--- src/rtl/fp_stream_accumulator.sv ---
// fp_stream_accumulator: sums an IEEE-754 single-precision packet through one combinational adder.
// Optional FPACC_SPECIAL_STICKY_EN freezes the sum on the first Inf/NaN element of a packet.
module floatingPointAdder (
  input  logic [31:0] x,
  input  logic [31:0] y,
  output logic [31:0] result
);
  logic        w_xa, w_sub, w_rnd, w_nan_x, w_nan_y, w_inf_x, w_inf_y;
  logic [31:0] w_big, w_sml;
  logic [7:0]  w_eb, w_es, w_d, w_ls;
  logic [5:0]  w_sh;
  logic [23:0] w_fb, w_fs;
  logic [49:0] w_s50;
  logic [26:0] w_s27, w_n;
  logic [27:0] w_mag;
  logic [4:0]  w_lz;
  logic [8:0]  w_e;
  logic [30:0] w_fin;
  always_comb begin
    w_nan_x = (&x[30:23]) & (|x[22:0]);
    w_nan_y = (&y[30:23]) & (|y[22:0]);
    w_inf_x = (&x[30:23]) & ~(|x[22:0]);
    w_inf_y = (&y[30:23]) & ~(|y[22:0]);
    w_xa = x[30:0] >= y[30:0];
    w_big = w_xa ? x : y;
    w_sml = w_xa ? y : x;
    w_eb = (w_big[30:23] == 8'd0) ? 8'd1 : w_big[30:23];
    w_es = (w_sml[30:23] == 8'd0) ? 8'd1 : w_sml[30:23];
    w_fb = {|w_big[30:23], w_big[22:0]};
    w_fs = {|w_sml[30:23], w_sml[22:0]};
    w_d = w_eb - w_es;
    w_sh = (w_d > 8'd50) ? 6'd50 : w_d[5:0];
    // smaller operand aligned to guard/round bits with everything below folded into sticky
    w_s50 = {w_fs, 26'b0} >> w_sh;
    w_s27 = {w_s50[49:24], |w_s50[23:0]};
    w_sub = x[31] ^ y[31];
    w_mag = w_sub ? {1'b0, w_fb, 3'b0} - {1'b0, w_s27} : {1'b0, w_fb, 3'b0} + {1'b0, w_s27};
    w_lz = 5'd27;
    for (int k = 0; k < 27; k++) if (w_mag[k]) w_lz = 5'(26 - k);
    w_ls = ({3'b0, w_lz} > w_eb - 8'd1) ? w_eb - 8'd1 : {3'b0, w_lz};
    w_n = w_mag[27] ? {w_mag[27:2], |w_mag[1:0]} : w_mag[26:0] << w_ls;
    w_e = w_mag[27] ? {1'b0, w_eb} + 9'd1 : {1'b0, w_eb} - {1'b0, w_ls};
    w_rnd = w_n[2] & (w_n[1] | w_n[0] | w_n[3]);
    // rounding carry ripples into the exponent field, covering renormalisation and overflow to Inf
    w_fin = {(w_n[26] ? w_e[7:0] : 8'd0), w_n[25:3]} + {30'b0, w_rnd};
    result = (w_nan_x | w_nan_y | (w_inf_x & w_inf_y & w_sub)) ? 32'h7FC00000 :
             w_inf_x ? x :
             w_inf_y ? y :
             (w_mag == 28'd0) ? {x[31] & y[31], 31'b0} :
             (w_e >= 9'd255) ? {w_big[31], 8'hFF, 23'b0} : {w_big[31], w_fin};
  end
endmodule

module fp_stream_accumulator #(
  parameter int CNT_W = 8
) (
  input  logic             clk,
  input  logic             rst_n,
  input  logic             in_valid,
  output logic             in_ready,
  input  logic [31:0]      in_data,
  input  logic             in_last,
  output logic             out_valid,
  input  logic             out_ready,
  output logic [31:0]      out_data,
  output logic [CNT_W-1:0] out_count,
  output logic             out_ovf
);
  typedef enum logic [1:0] {S_IDLE, S_ACCUM, S_DONE} state_t;
  state_t           r_state, w_next;
  logic [31:0]      r_acc, w_sum;
  logic [CNT_W-1:0] r_cnt;
  logic             r_ovf, w_accept, w_cnt_max;
`ifdef FPACC_SPECIAL_STICKY_EN
  logic             r_special, w_in_special;
  assign w_in_special = &in_data[30:23];
`endif
  floatingPointAdder u_add (.x(r_acc), .y(in_data), .result(w_sum));
  assign in_ready  = r_state != S_DONE;
  assign out_valid = r_state == S_DONE;
  assign out_data  = r_acc;
  assign out_count = r_cnt;
  assign out_ovf   = r_ovf;
  always_comb begin
    w_accept = in_valid & in_ready;
    w_cnt_max = &r_cnt;
    w_next = r_state;
    if (r_state == S_DONE) w_next = out_ready ? S_IDLE : S_DONE;
    else if (w_accept) w_next = in_last ? S_DONE : S_ACCUM;
  end
  always_ff @(posedge clk) begin
    if (!rst_n) begin
      r_state <= S_IDLE;
      r_acc <= 32'h00000000;
      r_cnt <= '0;
      r_ovf <= 1'b0;
`ifdef FPACC_SPECIAL_STICKY_EN
      r_special <= 1'b0;
`endif
    end else begin
      r_state <= w_next;
      if (w_accept && r_state == S_IDLE) begin
        r_acc <= in_data;
        r_cnt <= CNT_W'(1);
        r_ovf <= 1'b0;
`ifdef FPACC_SPECIAL_STICKY_EN
        r_special <= w_in_special;
`endif
      end else if (w_accept) begin
        r_cnt <= w_cnt_max ? r_cnt : r_cnt + CNT_W'(1);
        r_ovf <= r_ovf | w_cnt_max;
`ifdef FPACC_SPECIAL_STICKY_EN
        r_acc <= r_special ? r_acc : w_in_special ? in_data : w_sum;
        r_special <= r_special | w_in_special;
`else
        r_acc <= w_sum;
`endif
      end
    end
  end
endmodule

--- config.mk ---
export PLATFORM = sky130hd
export DESIGN_NAME = fp_stream_accumulator
export DESIGN_NICKNAME = d
export VERILOG_FILES = /design/src/rtl/fp_stream_accumulator.sv
export SDC_FILE = /design/constraint.sdc
export NUM_CORES = 1
export LEC_CHECK = 0
export BUFFER_PORTS_ARGS = -buffer_cell sky130_fd_sc_hd__buf_2
export CAP_MARGIN = 25
export CORE_UTILIZATION = 49
export CTS_BUF_LIST = sky130_fd_sc_hd__clkbuf_4 sky130_fd_sc_hd__clkbuf_8
export CTS_CLUSTER_DIAMETER = 150
export DETAILED_ROUTE_END_ITERATION = 8
export PLACE_DENSITY_LB_ADDON = 0.15
export SLEW_MARGIN = 20
export SYNTH_ARGS = -nofsm -noshare
export SYNTH_HDL_FRONTEND = slang
export SYNTH_SLANG_ARGS = --single-unit
--- constraint.sdc ---
create_clock -name clk -period 43.2 [get_ports clk]
set_input_delay 6.48 -clock clk [delete_from_list [all_inputs] [get_ports clk]]
set_output_delay 6.48 -clock clk [all_outputs]
set_load 0.005 [all_outputs]
## Word level (Yosys, flattened, before mapping)

Index checks and enable logic that the tools add are counted.
Widths: inputs -> output; s select.

| storage, ports and cells | value |
|---|---|
| input bits | 37 |
| memories | 0 |
| bits in latches | 0 |
| memory bits (read-only) | 0 |
| flip-flop bits (word level) | 43 |
| bits in writable memories | 0 |
| output and inout port bits | 43 |
| logic and storage cells | 113 |

| cells by class | value |
|---|---|
| bitwise logic cells | 19 |
| shift-type cells | 2 |
| multiplexer cells | 51 |
| equality and inequality tests | 4 |
| multiply operators | 0 |
| div/mod/pow operators | 0 |
| add/sub/neg operators | 8 |
| order comparisons | 4 |
| reduce and logical (&&, ||, !) cells | 20 |

Operator list:

| cell | count |
|---|---|
| $mux 32 | 7 |
| $mux 5 | 16 |
| $mux 31 | 2 |
| $shr 50x6->50 | 1 |
| $reduce_or 23->1 | 2 |
| $mux 4 | 8 |
| $mux 8 | 4 |
| $add 31x1->31 | 1 |
| $ge 31x31->1 | 1 |
| $add 27x27->28 | 1 |
| $logic_not 28->1 | 1 |
| $mux 28 | 1 |
| $sub 27x27->28 | 1 |
| $mux 27 | 1 |
| $shl 27x8->27 | 1 |
| $reduce_and 8->1 | 3 |
| $reduce_or 24->1 | 1 |
| $logic_not 8->1 | 2 |
| $reduce_or 8->1 | 2 |
| $mux 2 | 6 |
| $add 8x1->9 const B | 1 |
| $and 1x1->1 | 9 |
| $ge 9x8->1 const B | 1 |
| $mux 9 | 1 |
| other kinds (20) | 34 |

## Logic depth before layout (Yosys ltp)

Gate-level depths: netlist of the first run.

| depth | value |
|---|---|
| depth in word-level cells | 53 |
| mapped depth | 88 |
| mapped depth without buffers | 80 |

## Cells and area by module

A second synthesis of the first run with hierarchy kept.

| second synthesis, totals | value |
|---|---|
| cells, all modules | 2,181 |
| area, all modules | 14,375.0 sq um |

Modules (own cells, without submodules):

| module | area each (sq um) | cells each | times used | seq. area each (sq um) |
|---|---|---|---|---|
| floatingPointAdder | 12,413.2 | 1,971 | 1 | 0.0 |
| fp_stream_accumulator | 1,961.9 | 210 | 1 | 860.8 |

## Least setup slack after synthesis of the first run

OpenSTA, ideal clock, no wires.

| path | value |
|---|---|
| path kind | input -> register |
| from | input in_data[24] |
| to | register r_acc[27] (netlist: out_data[27]) |
| path slack | 20,730 ps |
| cell stages on the path | 71 |
| setup time | 120 ps |
| arrival time | 22,350 ps |
| path buffers | 10 |
| required time | 43,080 ps |
| cell sequence | clkbuf_1 > inv_1 > ha_1 > nand4_1 > nor4_1 > a221oi_1 > nand3_1 > nor2_2 > buf_2 > buf_1 > buf_1 > clkbuf_1 > mux2i_1 > inv_1 > fa_1 > clkinv_1 > nor2_1 > o311a_2 > [35 not listed] > inv_2 > buf_6 > buf_4 > ha_1 > nand2_1 > inv_1 > ha_1 > a21o_1 > a21oi_1 > nor3b_1 > or2_2 > nor3_1 > xnor2_1 > a21boi_1 > a31o_2 > a22o_1 > a22o_1 > a211o_1 |

| between the ends | value |
|---|---|
| cells in the longest elaborated chain, start to end | 53 |
| elaborated cells between the ends (all ways) | 76 |
| those cells by class | add/sub (7); order compare (4); eq/ne (1); shift (2); mux (44); bitwise (9); reduce/logical (9) |

Ends and longest elaborated chain:

| item | RTL line | text |
|---|---|---|
| start, declared | 61 | `input logic [31:0] in_data,` |
| $ge 31x31->1 | 24 | `w_xa = x[30:0] >= y[30:0];` |
| $mux 32 or $mux 31 (tied branches) | 25, 26 |  |
| $logic_not 8->1, on equally long branches | 27, 28 |  |
| $mux 8, on equally long branches | 27, 28 |  |
| $sub 8x8->8 | 31 | `w_d = w_eb - w_es;` |
| $gt 8x6->1 | 32 | `w_sh = (w_d > 8'd50) ? 6'd50 : w_d[5:0];` |
| $mux 6 | 32 |  |
| $shr 50x6->50 | 34 | `w_s50 = {w_fs, 26'b0} >> w_sh;` |
| [37 not listed] | n/a |  |
| $add 31x1->31 | 45 | `w_fin = {(w_n[26] ? w_e[7:0] : 8'd0), w_n[25:3]} + {30'b0, w_rnd};` |
| $mux 31 | 50 | `(w_e >= 9'd255) ? {w_big[31], 8'hFF, 23'b0} : {w_big[31], w_fin};` |
| $mux 32 | 49 | `(w_mag == 28'd0) ? {x[31] & y[31], 31'b0} :` |
| $mux 32 | 48 | `w_inf_y ? y :` |
| $mux 32 | 47 | `w_inf_x ? x :` |
| $mux 32 | 46 | `result = (w_nan_x \| w_nan_y \| (w_inf_x & w_inf_y & w_sub)) ? 32'h7FC00000 :` |
| $mux 32 | 109 | `end else if (w_accept) begin` |
| $mux 32 | 102 | `if (w_accept && r_state == S_IDLE) begin` |
| end signal, assigned | 103 | `r_acc <= in_data;` |
| end signal, assigned | 116 | `r_acc <= w_sum;` |
| end, declared | 71 | `logic [31:0] r_acc, w_sum;` |

Several ways; a longest one is shown, not always the timed one. The select of a mux whose other input is x is not followed.
A chain may end at the register's enable or synchronous reset.

## Final worst setup path of the first run

| path | value |
|---|---|
| from | input in_data[25] |
| to | register r_acc[19] (netlist: out_data[19]) |

Same word-level chain as after synthesis.

==> run summary, run 1 <==
status - complete, but fails checks
failing checks - design-rule violations
vias in the first global route - 16,270
Critical Path AT - 26,990 ps
CTS clk-pin slew, worst paths - 90 ps
Chip Height - 172.2 µm
Reg area - 860.8 µm²
Antenna Nets Post-Route - 0
gate count after technology mapping - 2,098
antenna cell count - 0
initial core utilization - 50.40%
Avg Inst Size Synth - 6.766 µm²
IO Count - 80
postcts setup bufs - 0
clock sinks - 43
number of flops mapped to enable cells by yosys - 0
CTS max path bufs - 2
Period minus WS final - 26,770 ps
Worst Tran Pin Value - 1066 ps
ranking of synthesized cells by area - ha_1, dfxtp_1, nor2_1, a21oi_1, o21ai_0
# setup viols final - 0
Max-cap violations - 0
H-tree levels - 2
PortBufs - 79
core area - 0.02816 mm²
Buf/Inv on CP - 10
GPL Wtd Cong - 1.074
number of DRC markers in iteration 0 - 2,872
Ys Warns - 0
Initial DRT Pass Iterations - 9
FILL cells - 2,935
Area growth syn-to-layout - 4.681%
Seq/Total Area, Yosys - 6.064%
#FFs+latches synth - 43
Crit path max-delay family - simple AND/OR/NAND/NOR gates
CP max FO - 34
TritonCTS buffer count - 5
gr ovfl total - 0
root buffer cell - clkbuf_8
Die Width - 172.2 µm
Setup crit end kind - flip-flop
share of post-route cells with drive strength above 1 - 11.22%
Nets - 2,240
vias per cell - 7.347
final worst-path cycle share - 61.97%
final wirelength - 65.18 mm
leading area contributor after synthesis - ha_1
Synth top area share - 9.343%
Wirelength per Cell - 26.36 µm
max-slew violations - 0
initial antenna violation count - 0
FP Rows - 61
CP Launch Type - primary input
slew margin rel. - 28.42%
pin count of the biggest net entering global routing - 67
Clock Skews - 8.106 ps
Max Freq - 37.35 MHz
Yosys cell types - 116
Hold WC Path Type - reg -> reg
mapped cell area - 0.01419 mm²
Final Hold Viols - 0
unrepaired setup endpoints after global routing - no
Req. time, crit path - 43,410 ps
most common cell after layout, fill and taps aside - nor2_1
max incr delay on CP - 870 ps
area taken by multi-input logic gates - 0.01239 mm²
Hold-fix buffers, CTS - 0
Total GRT Usage - 43.01%
most frequent cells in the layout - nor2_1, nand2_1, a21oi_1
post-route setup TNS - 0 ps
ys async rst share - 0%
first-pass GRT wire length - 98.02 mm
Worst Setup Path Type - in -> reg
cts repair resizes - 0
via count - 18,170
critical path's slowest cell - xnor2_1
residual DRC count - 1
CTS tree - built
clk_lat worst skew - 300 ps
Die ar. - 0.02965 mm²
placed wire-length estimate - 50.98 mm
Synthesized Nets - 2,244
ys flop type - dfxtp_1
[kinds of logic after synthesis]
logic type / Yosys count / synth area share, %
compound gates: 723 / 35.79
mux: 105 / 7.792
flops: 43 / 6.064
buf+inv: 235 / 6.761
fa+ha+maj: 109 / 9.766
simple gates: 815 / 29.53
xor+xnor: 68 / 4.301
[flip-flops by register name, indices dropped and copies added, names as in the netlist]
signal / count
r_state: 2
out_count: 8
out_ovf: 1
out_data: 32
[routing by layer]
| metal | up-vias | wire [µm] | track usage (%) |
|---|---|---|---|
| li1 | 8046 | - | - |
| met1 | 8578 | 26240 | 57.00 |
| met2 | 1294 | 28060 | 67.25 |
| met3 | 252 | 7294 | 7.050 |
| met4 | 0 | 3590 | 20.93 |
| met5 | - | 0 | 0.5217 |
[final cells by class]
type | instances | area share (%)
multi-input cells | 1820 | 83.40
flip-flops and latches | 43 | 5.793
repair buffers | 104 | 3.958
well taps | 378 | 3.183
inverters | 120 | 3.031
clock buffers | 5 | 0.4631
clock inverters | 3 | 0.1684
[tightest hold or removal path, cell delays in order, from the launching register on]
cell and delay [ps]:
dfxtp_1 350, a21oi_1 40, nor2_1 70
[path summary, 6_finish.rpt]
kind	to	start	cells past startpoint	slack (ps)
max	out_data[19]	in_data[25]	71	16430
min	out_ovf	out_ovf	2	500
max reg2reg	out_data[19]	out_data[26]	69	22280
min reg2reg	out_ovf	out_ovf	2	500
[cell usage after synthesis, types with 16 or more instances]
master    number
a211oi_1      37
a21o_1        21
a21oi_1      154
a221oi_1      26
a31oi_1       26
and2_1        25
and3_1        24
buf_2         23
clkbuf_1      75
dfxtp_1       43
ha_1         106
inv_1        115
mux2_2        40
mux2i_1       64
nand2_1      167
nand2b_1      21
nand3_1       92
nand4_1       51
nor2_1       206
nor3_1        76
nor4_1        33
o211ai_1      36
o21ai_0      133
o21bai_1      16
o22ai_1       29
o31ai_1       21
or3_1         19
xnor2_1       41
xor2_1        25
[per-stage QoR]
stage / cells / area (µm²) / worst slack, ps / utilization [%] / hold slack [ps]
floorplan: 2098 / 14190 / 20730 / - / 460.4
detailed placement: 2463 / 14740 / 16690 / 52.33 / 462.6
global placement: 2463 / 14740 / 17140 / 52.33 / 455.8
finish: 2473 / 14860 / 16430 / 52.76 / 498.1
CTS: 2471 / 14830 / 16890 / 52.67 / 497.2
global route: 2473 / 14860 / 15280 / 52.76 / 545.6
Power of run 1 is left out: the tool's default activity adds up to more than one toggle a clock period on the data nets, which glitch-free logic cannot reach.
==> run 2: changes to the inputs <==
==> constraint.sdc (replaced) <==
create_clock -name clk -period 25.5 [get_ports clk]
set_input_delay 3.825 -clock clk [delete_from_list [all_inputs] [get_ports clk]]
set_output_delay 3.825 -clock clk [all_outputs]
set_load 0.005 [all_outputs]
==> run summary, run 2 (synthesis gave the netlist of run 1 again) <==
placed insts - 2,465
max incr delay on CP - 820 ps
placed wire-length estimate - 51.12 mm
CTS max path bufs - 2
most frequent cells in the layout - nor2_1, nand2_1, a21oi_1
Setup crit end kind - flip-flop
H-tree levels - 2
# setup viols final - 0
status - complete, no violations
initial antenna violation count - 0
CTS clk-pin slew, worst paths - 90 ps
Total GRT Usage - 42.79%
Layout Cells excl Fill - 2,474
Worst Tran Pin Value - 1119 ps
Initial DRT Pass Iterations - 6
initial core utilization - 50.40%
vias in the first global route - 16,110
residual DRC count - 0
postcts setup bufs - 0
core area - 0.02816 mm²
final worst-path cycle share - 95.50%
share of post-route cells with drive strength above 1 - 11.16%
cts repair resizes - 0
Die Width - 172.2 µm
clock sinks - 43
Nets - 2,242
final setup margin - 1147 ps
Post-Place Worst Slack - 1562 ps
final wirelength - 65.23 mm
Hold-fix buffers, CTS - 0
Critical Path AT - 24,560 ps
unrepaired setup endpoints after global routing - no
GPL Wtd Cong - 1.026
Final Hold Viols - 0
Antenna Nets Post-Route - 0
Req. time, crit path - 25,710 ps
Max-cap violations - 0
design area - 0.01488 mm²
first-pass GRT wire length - 97.15 mm
Die ar. - 0.02965 mm²
Worst Setup Path Type - in -> reg
Clock Skews - 7.870 ps
via count - 18,070
gr ovfl total - 0
Wirelength per Cell - 26.37 µm
FP Rows - 61
IO Count - 80
antenna cell count - 0
Max Freq - 41.06 MHz
max-slew violations - 0
Hold WC Path Type - reg -> reg
PortBufs - 79
post-route setup TNS - 0 ps
CTS tree - built
max reg flops - 32
Area growth syn-to-layout - 4.848%
TritonCTS buffer count - 5
root buffer cell - clkbuf_8
clk_lat worst skew - 300 ps
number of DRC markers in iteration 0 - 2,790
dpl cell area - 0.01475 mm²
most common cell after layout, fill and taps aside - nor2_1
CP max FO - 34
vias per cell - 7.305
slew margin rel. - 24.23%
critical path's slowest cell - o211ai_1
pin count of the biggest net entering global routing - 54
Chip Height - 172.2 µm
Period minus WS final - 24,350 ps
CP Launch Type - primary input
run 2: layout make-up:
type / count / area (µm²)
fillers: 2884 / 13280
repair buffers: 106 / 598.1
well taps: 378 / 473.0
inverters: 120 / 450.4
clock buffers: 5 / 68.82
flip-flops and latches: 43 / 860.8
clock inverters: 2 / 37.54
multi-input cells: 1820 / 12390
run 2: worst paths after layout:
kind	slack, ps	to	startpoint	cells past startpoint
worst max-delay path	1150	out_data[19]	in_data[26]	70
worst min-delay path	500	out_ovf	out_ovf	2
worst max register to register	4370	out_data[19]	out_data[26]	68
worst min register to register	500	out_ovf	out_ovf	2
run 2: worst max-delay path, delay by kind of cell:
family / cells / cell delay, ps
buffers and inverters: 11 / 2370
AND/OR/NAND/NOR: 24 / 6910
multiplexers: 1 / 410
XOR/XNOR: 1 / 140
adder cells (fa/ha/maj): 7 / 2420
AO/OA/AOI/OAI: 26 / 8390
run 2: through the flow:
step | hold slack, ps | util (%)
floorplan | 460.4 | -
global placement | 453.5 | 52.36
detailed placement | 492.5 | 52.37
CTS | 515.5 | 52.75
global route | 531.1 | 52.85
finish | 501.2 | 52.85
run 2: per-layer routing:
layer  wire [µm]  GRT usage [%]
met1       25670          55.06
met2       27840          66.27
met3        8251          11.01
met4        3468          20.16
met5           0              0
Power of run 2 is left out for the same reason.
